**src/rtl/drv_segment_scan_pkg.sv**
```systemverilog
// Shared types and helpers for the multiplexed 7-segment scan controller.
// Segment codes are active-low with bit order {g,f,e,d,c,b,a}.
package seg_pkg;

  typedef enum logic {
    S_BLANK = 1'b0,
    S_SHOW  = 1'b1
  } seg_scan_t;

  localparam logic [6:0] SEG_OFF    = 7'h7F;
  localparam int         MAX_DIGITS = 8;

  // Anode pattern with only digit idx driven, honouring the strobe polarity.
  function automatic logic [MAX_DIGITS-1:0] an_mask(input logic [2:0] idx, input logic an_low);
    logic [MAX_DIGITS-1:0] onehot;
    onehot = 8'b0000_0001 << idx;
    return an_low ? ~onehot : onehot;
  endfunction

  function automatic logic [MAX_DIGITS-1:0] an_off(input logic an_low);
    return an_low ? 8'hFF : 8'h00;
  endfunction

endpackage

```
**src/rtl/drv_segment_scan_if.sv**
```systemverilog
// Application-side and pin-side signals of the scan controller, grouped as one bundle.
interface drv_segment_scan_if #(
  parameter int DIGITS = 4
);
  logic [4*DIGITS-1:0] i_val;
  logic [DIGITS-1:0]   i_dp;
  logic [DIGITS-1:0]   i_en;
  logic                i_lzs;
  logic                i_load;
  logic                o_ack;
  logic                o_frame;
  logic [6:0]          o_sgmnt;
  logic                o_dp;
  logic [DIGITS-1:0]   o_an;

  modport master (
    output i_val, i_dp, i_en, i_lzs, i_load,
    input  o_ack, o_frame, o_sgmnt, o_dp, o_an
  );

  modport slave (
    input  i_val, i_dp, i_en, i_lzs, i_load,
    output o_ack, o_frame, o_sgmnt, o_dp, o_an
  );
endinterface

```
**src/rtl/drv_segment_hex.sv**
```systemverilog
// Combinational hex-to-7-segment decoder, active-low {g,f,e,d,c,b,a}.
// Codes above 0xF leave the digit dark.
module drv_segment_hex
  import seg_pkg::*;
(
  input  logic [4:0] nibble,
  output logic [6:0] seg
);

  always_comb begin
    seg = SEG_OFF;
    case (nibble)
      5'h00: seg = 7'h40;
      5'h01: seg = 7'h79;
      5'h02: seg = 7'h24;
      5'h03: seg = 7'h30;
      5'h04: seg = 7'h19;
      5'h05: seg = 7'h12;
      5'h06: seg = 7'h02;
      5'h07: seg = 7'h78;
      5'h08: seg = 7'h00;
      5'h09: seg = 7'h10;
      5'h0A: seg = 7'h08;
      5'h0B: seg = 7'h03;
      5'h0C: seg = 7'h46;
      5'h0D: seg = 7'h21;
      5'h0E: seg = 7'h06;
      5'h0F: seg = 7'h0E;
      default: seg = SEG_OFF;
    endcase
  end

endmodule

```
**src/rtl/drv_segment_scan.sv**
```systemverilog
// Time-multiplexed common-anode 7-segment scanner with blanking dead time
// and a double-buffered display image swapped only at frame boundaries.
module drv_segment_scan
  import seg_pkg::*;
#(
  parameter int DIGITS = 4,
  parameter int DIV    = 50000,
  parameter int BLANK  = 64,
  parameter int AN_LOW = 1
) (
  input logic                i_clk,
  input logic                i_rst,
  drv_segment_scan_if.slave  bus
);

  localparam int CW = $clog2(DIV);
  localparam int IW = $clog2(DIGITS);
  localparam int VW = 4 * DIGITS;

  seg_scan_t         state_reg, state_next;
  logic [CW-1:0]     cnt_reg, cnt_next;
  logic [IW-1:0]     idx_reg, idx_next;
  logic              frame_start;

  logic [VW-1:0]     pend_val_reg, act_val_reg;
  logic [DIGITS-1:0] pend_dp_reg, pend_en_reg, act_dp_reg, act_en_reg;
  logic              pend_lzs_reg, act_lzs_reg, pend_flag_reg;

  logic [DIGITS-1:0] an_reg, an_next;
  logic [6:0]        sgmnt_reg, sgmnt_next;
  logic              dp_reg, dp_next;
  logic              ack_reg, frame_reg;

  logic [DIGITS-1:0] hi_zero;
  logic [3:0]        nib_sel;
  logic              dp_sel, en_sel, blank_lz, lit;
  logic [6:0]        seg_dec;

  // ---------------- slot sequencer ----------------
  always_ff @(posedge i_clk) begin
    if (i_rst) begin
      state_reg <= S_BLANK;
      cnt_reg   <= '0;
      idx_reg   <= '0;
    end else begin
      state_reg <= state_next;
      cnt_reg   <= cnt_next;
      idx_reg   <= idx_next;
    end
  end

  always_comb begin
    state_next = state_reg;
    cnt_next   = cnt_reg + CW'(1);
    idx_next   = idx_reg;
    case (state_reg)
      S_BLANK: begin
        if (cnt_reg == CW'(BLANK - 1)) state_next = S_SHOW;
      end
      S_SHOW: begin
        if (cnt_reg == CW'(DIV - 1)) begin
          state_next = S_BLANK;
          cnt_next   = '0;
          idx_next   = (idx_reg == IW'(DIGITS - 1)) ? '0 : idx_reg + IW'(1);
        end
      end
      default: state_next = S_BLANK;
    endcase
  end

  // First cycle of every frame, including the one right after reset.
  assign frame_start = (state_reg == S_BLANK) && (cnt_reg == '0) && (idx_reg == '0);

  // ---------------- pending / active buffers ----------------
  // A load always wins over an apply, so a load landing on the boundary waits a frame.
  always_ff @(posedge i_clk) begin
    if (i_rst) begin
      pend_val_reg  <= '0;
      pend_dp_reg   <= '0;
      pend_en_reg   <= '0;
      pend_lzs_reg  <= 1'b0;
      pend_flag_reg <= 1'b0;
      act_val_reg   <= '0;
      act_dp_reg    <= '0;
      act_en_reg    <= '0;
      act_lzs_reg   <= 1'b0;
      ack_reg       <= 1'b0;
    end else begin
      ack_reg <= 1'b0;
      if (bus.i_load) begin
        pend_val_reg  <= bus.i_val;
        pend_dp_reg   <= bus.i_dp;
        pend_en_reg   <= bus.i_en;
        pend_lzs_reg  <= bus.i_lzs;
        pend_flag_reg <= 1'b1;
      end else if (frame_start && pend_flag_reg) begin
        act_val_reg   <= pend_val_reg;
        act_dp_reg    <= pend_dp_reg;
        act_en_reg    <= pend_en_reg;
        act_lzs_reg   <= pend_lzs_reg;
        pend_flag_reg <= 1'b0;
        ack_reg       <= 1'b1;
      end
    end
  end

  // hi_zero[k]: every nibble from digit k up to the top digit is zero.
  generate
    for (genvar gi = 0; gi < DIGITS; gi++) begin : g_hi_zero
      assign hi_zero[gi] = (act_val_reg[VW-1:4*gi] == '0);
    end
  endgenerate

  always_comb begin
    nib_sel  = act_val_reg[{idx_reg, 2'b00} +: 4];
    dp_sel   = act_dp_reg[idx_reg];
    en_sel   = act_en_reg[idx_reg];
    blank_lz = act_lzs_reg && (idx_reg != '0) && hi_zero[idx_reg] && !dp_sel;
    lit      = (state_reg == S_SHOW) && en_sel && !blank_lz;
  end

  drv_segment_hex u_hex (
    .nibble ({1'b0, nib_sel}),
    .seg    (seg_dec)
  );

  always_comb begin
    an_next    = DIGITS'(an_off(AN_LOW != 0));
    sgmnt_next = SEG_OFF;
    dp_next    = 1'b1;
    if (lit) begin
      an_next    = DIGITS'(an_mask(3'(idx_reg), AN_LOW != 0));
      sgmnt_next = seg_dec;
      dp_next    = ~dp_sel;
    end
  end

  // ---------------- registered pins ----------------
  always_ff @(posedge i_clk) begin
    if (i_rst) begin
      an_reg    <= DIGITS'(an_off(AN_LOW != 0));
      sgmnt_reg <= SEG_OFF;
      dp_reg    <= 1'b1;
      frame_reg <= 1'b0;
    end else begin
      an_reg    <= an_next;
      sgmnt_reg <= sgmnt_next;
      dp_reg    <= dp_next;
      frame_reg <= frame_start;
    end
  end

  assign bus.o_an    = an_reg;
  assign bus.o_sgmnt = sgmnt_reg;
  assign bus.o_dp    = dp_reg;
  assign bus.o_ack   = ack_reg;
  assign bus.o_frame = frame_reg;

endmodule
```
**src/flat_wrapper.sv**
```systemverilog
// flat-port wrapper written by rule: the top's interface ports become plain ports
module drv_segment_scan_flat import seg_pkg::*;
#(
  parameter int DIGITS = 4,
  parameter int DIV    = 50000,
  parameter int BLANK  = 64,
  parameter int AN_LOW = 1
)
  (i_clk, i_rst, bus_i_val, bus_i_dp, bus_i_en, bus_i_lzs, bus_i_load, bus_o_ack, bus_o_frame, bus_o_sgmnt, bus_o_dp, bus_o_an);
  drv_segment_scan_if #(.DIGITS(DIGITS)) bus_i ();
  input logic i_clk;
  input logic i_rst;
  input wire logic [$bits(bus_i.i_val)-1:0] bus_i_val;
  input wire logic [$bits(bus_i.i_dp)-1:0] bus_i_dp;
  input wire logic [$bits(bus_i.i_en)-1:0] bus_i_en;
  input wire logic [$bits(bus_i.i_lzs)-1:0] bus_i_lzs;
  input wire logic [$bits(bus_i.i_load)-1:0] bus_i_load;
  output wire logic [$bits(bus_i.o_ack)-1:0] bus_o_ack;
  output wire logic [$bits(bus_i.o_frame)-1:0] bus_o_frame;
  output wire logic [$bits(bus_i.o_sgmnt)-1:0] bus_o_sgmnt;
  output wire logic [$bits(bus_i.o_dp)-1:0] bus_o_dp;
  output wire logic [$bits(bus_i.o_an)-1:0] bus_o_an;
  assign bus_i.i_val = bus_i_val;
  assign bus_i.i_dp = bus_i_dp;
  assign bus_i.i_en = bus_i_en;
  assign bus_i.i_lzs = bus_i_lzs;
  assign bus_i.i_load = bus_i_load;
  assign bus_o_ack = bus_i.o_ack;
  assign bus_o_frame = bus_i.o_frame;
  assign bus_o_sgmnt = bus_i.o_sgmnt;
  assign bus_o_dp = bus_i.o_dp;
  assign bus_o_an = bus_i.o_an;
  drv_segment_scan #(.DIGITS(DIGITS), .DIV(DIV), .BLANK(BLANK), .AN_LOW(AN_LOW)) u_core (.i_clk(i_clk), .i_rst(i_rst), .bus(bus_i));
endmodule
```
**config.mk**
```make
export PLATFORM = sky130hd
export DESIGN_NAME = drv_segment_scan_flat
export DESIGN_NICKNAME = d
export VERILOG_FILES = /design/src/rtl/drv_segment_scan_pkg.sv /design/src/rtl/drv_segment_scan_if.sv /design/src/rtl/drv_segment_hex.sv /design/src/rtl/drv_segment_scan.sv /design/src/flat_wrapper.sv
export SDC_FILE = /design/constraint.sdc
export NUM_CORES = 1
export LEC_CHECK = 0
export CELL_PAD_IN_SITES_DETAIL_PLACEMENT = 0
export CELL_PAD_IN_SITES_GLOBAL_PLACEMENT = 1
export CORE_UTILIZATION = 39
export CTS_CLUSTER_DIAMETER = 60
export DETAILED_ROUTE_END_ITERATION = 8
export HOLD_SLACK_MARGIN = 0.12
export PLACE_DENSITY = 0.83
export SLEW_MARGIN = 15
export SYNTH_ARGS = -nofsm -noshare
export SYNTH_HDL_FRONTEND = slang
export SYNTH_SLANG_ARGS = --single-unit
```
**constraint.sdc**
```tcl
create_clock -name i_clk -period 2.2 [get_ports i_clk]
set_input_delay 0.22 -clock i_clk [delete_from_list [all_inputs] [get_ports i_clk]]
set_output_delay 0.22 -clock i_clk [all_outputs]
set_load 0.02 [all_outputs]
```
==> impl_metrics.tcl, run 1 <==
set metrics [dict create \
    maxSlewViolCount 0 \
    syn2layout_area_growth_pct 24.4 \
    row_count 35 \
    ir_worst_vdd_mv 0.373 \
    tightestPinTransition_ns 0.571 \
    setup_viol 0 \
    hold_depth 2 \
    status "completed" \
    cts_root_buf "clkbuf_8" \
    netlist_instances 397 \
    slowest_stage "or4_4" \
    grt_use_total_pct 17.6 \
    hold_start "i_rst" \
    die_area_um2 9960 \
    grt_remaining_overflow 0 \
    endpoint_kind "flip-flop" \
    tritoncts "done" \
    period_needed_ns 2.19 \
    hpwl_mm 5.85 \
    wl_per_cell_um 14.7 \
    final_hold_viol_count 0 \
    clockBufferDepth 2 \
    synth_cell_types 41 \
    critPathMaxFanout 26 \
    gp_congestion 0.831 \
    syn-num-nets 437 \
    min_period_over_period_pct 99.5 \
    clk_latency_ns 0.35 \
    num-fill-cells 877 \
    drc_errors 0 \
    crit_arrival_ns 2.41 \
    vias 3054 \
    synth_sequential_area_ratio_pct 45.1 \
    whs_endpoint "u_core.pend_val_reg[10]$_SDFFE_PP0P_" \
    fin_nets 477 \
    layout.cells.most_common_list "dfxtp_1, nor2_1, clkdlybuf4s50_1, a21oi_1, nand4_1" \
    p_leak_nw 1.68 \
    max_freq_mhz 457 \
    numCtsBuffers 9 \
    die_y_um 99.8 \
    syn-cell-area_um2 3730 \
    ys.flop_type "dfxtp_1" \
    rr_worst_depth 5 \
    ys_ff_latch 84 \
    htreeDepth 3 \
    core-area_um2 9240 \
    layout_commonest_cell "dfxtp_1" \
    crit_start "u_core.cnt_reg[12]$_SDFF_PP0_" \
    async_reset_ff_share_pct 0 \
    cp_cell_sequence "or4_4 > or4_1 > buf_6 > o31ai_1 > a21oi_1" \
    setup_tns_ns 0 \
    clk_pin_slew_ns 0.09 \
    postCtsSetupBuffers 0 \
    power_density_nw_per_um2 665 \
    maxSlewHeadroom_pct 62.0 \
    die_w_um 99.8 \
    whs_ns 0.343 \
    r2r-end "u_core.act_val_reg[2]$_SDFFE_PP0P_" \
    drt_iter0_markers 105 \
    final_antenna_net_count 0 \
    diodes 0 \
    place.port_buffers 41 \
    wirelength_mm 8.41 \
    first_pass_iters 4 \
    cap_violations 0 \
    io_pins 42 \
    avgSynthCellArea_um2 9.40 \
    regToRegSetupSlack_ns 0.01 \
    synth_edf_count 0 \
    start_util_pct 40.4 \
    cp-start-kind "flip-flop" \
    r2r_start "u_core.cnt_reg[12]$_SDFF_PP0_" \
    skew_ns 0.00467 \
    yosys_warnings 0 \
    grt_pass1_vias 2959 \
    cts_resized 0 \
    grt_max_degree 32 \
    min_path_type "input pin to flip-flop" \
    grt_pass1_wl_mm 14.1 \
    drive_gt1_share_pct 14.5 \
    cp.required_ns 2.42 \
    clkSinkCount 84 \
    setup.worst_path.class "flip-flop to flip-flop" \
    crit_path_max_incr_delay_ns 0.58 \
    cts_hold_buffers 0 \
    antenna_found_initial 0 \
    post_drt_via_cell_ratio 5.35 \
    rsz0062_at_grt "yes" \
]
power by group:
part | switching, W | leakage, nW | internal, W | total (W)
Sequential | 0.0000282 | 0.684 | 0.00156 | 0.00159
Clock | 0.000581 | 0.110 | 0.000647 | 0.00123
Combinational | 0.000149 | 0.881 | 0.000118 | 0.000267
worst max-delay path, delay by kind of cell (launching register included):
| family | cells | cell delay [ns] |
|---|---|---|
| simple gates | 2 | 1.11 |
| compound gates | 2 | 0.39 |
| flops | 1 | 0.34 |
| buf+inv | 1 | 0.21 |
through the flow:
stage | worst slack, ns | util, % | instance area [um^2] | total power (W) | instances
after detailed placement | 0.0452 | 47.2 | 4360 | 0.00188 | 555
final | 0.0109 | 50.2 | 4640 | 0.00308 | 571
after CTS | 0.0148 | 49.6 | 4590 | 0.00310 | 571
after floorplan | 0.00554 | - | 3730 | 0.00178 | 397
after global placement | 0.0793 | 47.2 | 4360 | 0.00188 | 555
after global routing | -0.0401 | 50.2 | 4640 | 0.00320 | 571
per-layer routing:
metal	global-route usage [%]	up-vias	share of wire, %
li1	-	1537	-
met4	6.56	0	1.2
met2	28.5	69	48
met5	0	-	0
met3	2.65	8	3.7
met1	23.9	1440	47
final cells by class:
type	count	area (um^2)	share of cell area [%]
clock inverters	7	98.8	2.13
well taps	129	161	3.48
multi-input cells	268	1940	41.7
inverters	12	45.0	0.971
clock buffers	9	124	2.67
flip-flops and latches	84	1680	36.3
repair buffers	62	592	12.8
cell families (layout without fill, tap and decap cells):
| family | Yosys count | count (layout) | share of synthesized area [%] |
|---|---|---|---|
| DFF | 84 | 84 | 45.1 |
| buffers and inverters | 45 | 90 | 4.73 |
| and+or+nand+nor | 131 | 131 | 18.7 |
| adders and majority gates | 12 | 12 | 4.03 |
| muxes | 36 | 36 | 11.4 |
| xor gates and xnor gates | 12 | 12 | 2.82 |
| AOI/OAI and AO/OA | 77 | 77 | 13.2 |
worst max path at each step:
stage	slack [ns]	to
after floorplan	0.006	u_core.bus.o_sgmnt[0]$_SDFF_PP1_
after global placement	0.08	u_core.idx_reg[0]$_SDFFE_PP0P_
after detailed placement	0.05	u_core.idx_reg[0]$_SDFFE_PP0P_
after CTS	0.01	u_core.idx_reg[0]$_SDFFE_PP0P_
after global routing	-0.04	u_core.act_val_reg[2]$_SDFFE_PP0P_
final	0.01	u_core.act_val_reg[2]$_SDFFE_PP0P_
cells in the mapped netlist (6+ instances only):
cell | instances | area share (%)
nand4_1 | 31 | 5.2
a21oi_1 | 34 | 4.6
dfxtp_1 | 84 | 45
clkbuf_1 | 23 | 2.3
buf_2 | 6 | 0.81
nor4_1 | 6 | 1.0
o21ai_0 | 6 | 0.81
xor2_1 | 7 | 1.6
nand2_1 | 10 | 1.0
inv_1 | 12 | 1.2
mux2i_1 | 29 | 7.8
ha_1 | 12 | 4.0
nor2_1 | 42 | 4.2
nand3_1 | 15 | 2.0
o31ai_1 | 26 | 5.2
No activity file was read; power rests on OpenSTA's default activity.
==> run 2: changes to the inputs <==
CORE_MARGIN = 8   (was default)
CORE_UTILIZATION = 46   (was 39)
PLACE_DENSITY = 0.91   (was 0.83)
clock period = 2.7 ns   (was 2.2 ns; I/O delays follow)
==> impl_metrics.tcl, run 2 (synthesis results as in run 1) <==
set metrics [dict create \
    status "completed" \
    endpoint_kind "flip-flop" \
    layout_commonest_cell "dfxtp_1" \
    wl_per_cell_um 15.3 \
    maxSlewViolCount 0 \
    clkSinkCount 84 \
    crit_path_max_incr_delay_ns 0.57 \
    slowest_stage "or4_4" \
    final_antenna_net_count 0 \
    final_cell_count_no_fill 539 \
    postCtsSetupBuffers 0 \
    skew_ns 0.00698 \
    htreeDepth 3 \
    ir_worst_vdd_mv 0.327 \
    p_leak_nw 1.63 \
    core-area_um2 8050 \
    start_util_pct 46.3 \
    hold_start "i_rst" \
    clockBufferDepth 2 \
    cpMostUsedCell "or4_4" \
    cp_cell_sequence "or4_4 > or4_4 > or4_1 > a21oi_1" \
    gp_congestion 0.820 \
    tritoncts "done" \
    clk_latency_ns 0.36 \
    row_count 33 \
    dp.cells 523 \
    grt_remaining_overflow 0 \
    place.port_buffers 41 \
    power_density_nw_per_um2 578 \
    setup_viol 0 \
    crit_start "u_core.cnt_reg[12]$_SDFF_PP0_" \
    max_freq_mhz 456 \
    drt_iter0_markers 158 \
    setup_slack_ns 0.505 \
    rsz0062_at_grt "no" \
    die_area_um2 11200 \
    min_period_over_period_pct 81.3 \
    rr_worst_depth 4 \
    numCtsBuffers 9 \
    io_pins 42 \
    cp-start-kind "flip-flop" \
    r2r_start "u_core.cnt_reg[12]$_SDFF_PP0_" \
    drive_gt1_share_pct 10.4 \
    num-fill-cells 739 \
    crit_arrival_ns 2.49 \
    hpwl_mm 5.59 \
    cts_resized 0 \
    vias 3063 \
    layout.cells.most_common_list "dfxtp_1, nor2_1, clkdlybuf4s50_1, a21oi_1, nand4_1" \
    fin_nets 469 \
    syn2layout_area_growth_pct 20.5 \
    tightestPinTransition_ns 0.535 \
    die_w_um 106 \
    die_y_um 106 \
    min_path_type "input pin to flip-flop" \
    diodes 0 \
    first_pass_iters 4 \
    clk_pin_slew_ns 0.09 \
    grt_pass1_vias 2915 \
    grt_max_degree 35 \
    final_hold_viol_count 0 \
    setup_tns_ns 0 \
    cts_hold_buffers 0 \
    drc_errors 0 \
    place_ws_ns 0.540 \
    period_needed_ns 2.20 \
    cap_violations 0 \
    cp.required_ns 2.99 \
    wirelength_mm 8.27 \
    setup.worst_path.class "flip-flop to flip-flop" \
    grt_use_total_pct 15.4 \
    cts_root_buf "clkbuf_8" \
    critPathMaxFanout 5 \
    maxSlewHeadroom_pct 64.3 \
    grt_pass1_wl_mm 14.4 \
    antenna_found_initial 0 \
    hold_depth 2 \
    post_drt_via_cell_ratio 5.68 \
]
[run 2: cell count changes in the layout (fill, tap and decap cells not counted), sizes merged]
cell and delta:
buf -8, bufinv +1, inv -1
[run 2: power breakdown]
group          internal, W  leakage [nW]  total [W]  switching [W]
combinational    0.0000926         0.827   0.000208       0.000115
clock             0.000620         0.120    0.00109       0.000474
sequential         0.00127         0.684    0.00129      0.0000226
total              0.00198          1.63    0.00260       0.000612
[run 2: stage by stage]
stage / power [W] / area (um^2) / util (%) / hold WS (ns)
floorplan: 0.00145 / 3730 / - / 0.417
detailed placement: 0.00153 / 4250 / 52.8 / 0.459
finish: 0.00260 / 4500 / 55.8 / 0.354
global route: 0.00271 / 4500 / 55.8 / 0.357
CTS: 0.00262 / 4500 / 55.8 / 0.338
global placement: 0.00152 / 4250 / 52.8 / 0.454
[run 2: per-layer routing]
layer | routed length [um] | global-route usage (%)
met1 | 4090 | 21.3
met2 | 3550 | 22.1
met3 | 438 | 4.23
met4 | 190 | 6.43
met5 | 0 | 0
[run 2: area by class of cell]
type                    instances  area [um^2]  area share, %
well taps                     105          131           2.92
multi-input cells             268         1890           42.0
flip-flops and latches         84         1680           37.4
clock buffers                   9          124           2.76
clock inverters                 7          124           2.76
repair buffers                 54          503           11.2
inverters                      12         45.0           1.00
[run 2: final timing paths]
kind                                          endpoint  slack (ns)
setup / recovery        u_core.idx_reg[0]$_SDFFE_PP0P_        0.50
hold / removal    u_core.pend_val_reg[11]$_SDFFE_PP0P_        0.35
setup reg to reg        u_core.idx_reg[0]$_SDFFE_PP0P_        0.50
hold reg to reg      u_core.act_en_reg[1]$_SDFFE_PP0P_        0.47
[run 2: worst max-delay path, delay by kind of cell, from the launching register on]
family,cells,cell delay [ns]
simple gates,3,1.63
compound gates,1,0.16
flops,1,0.34
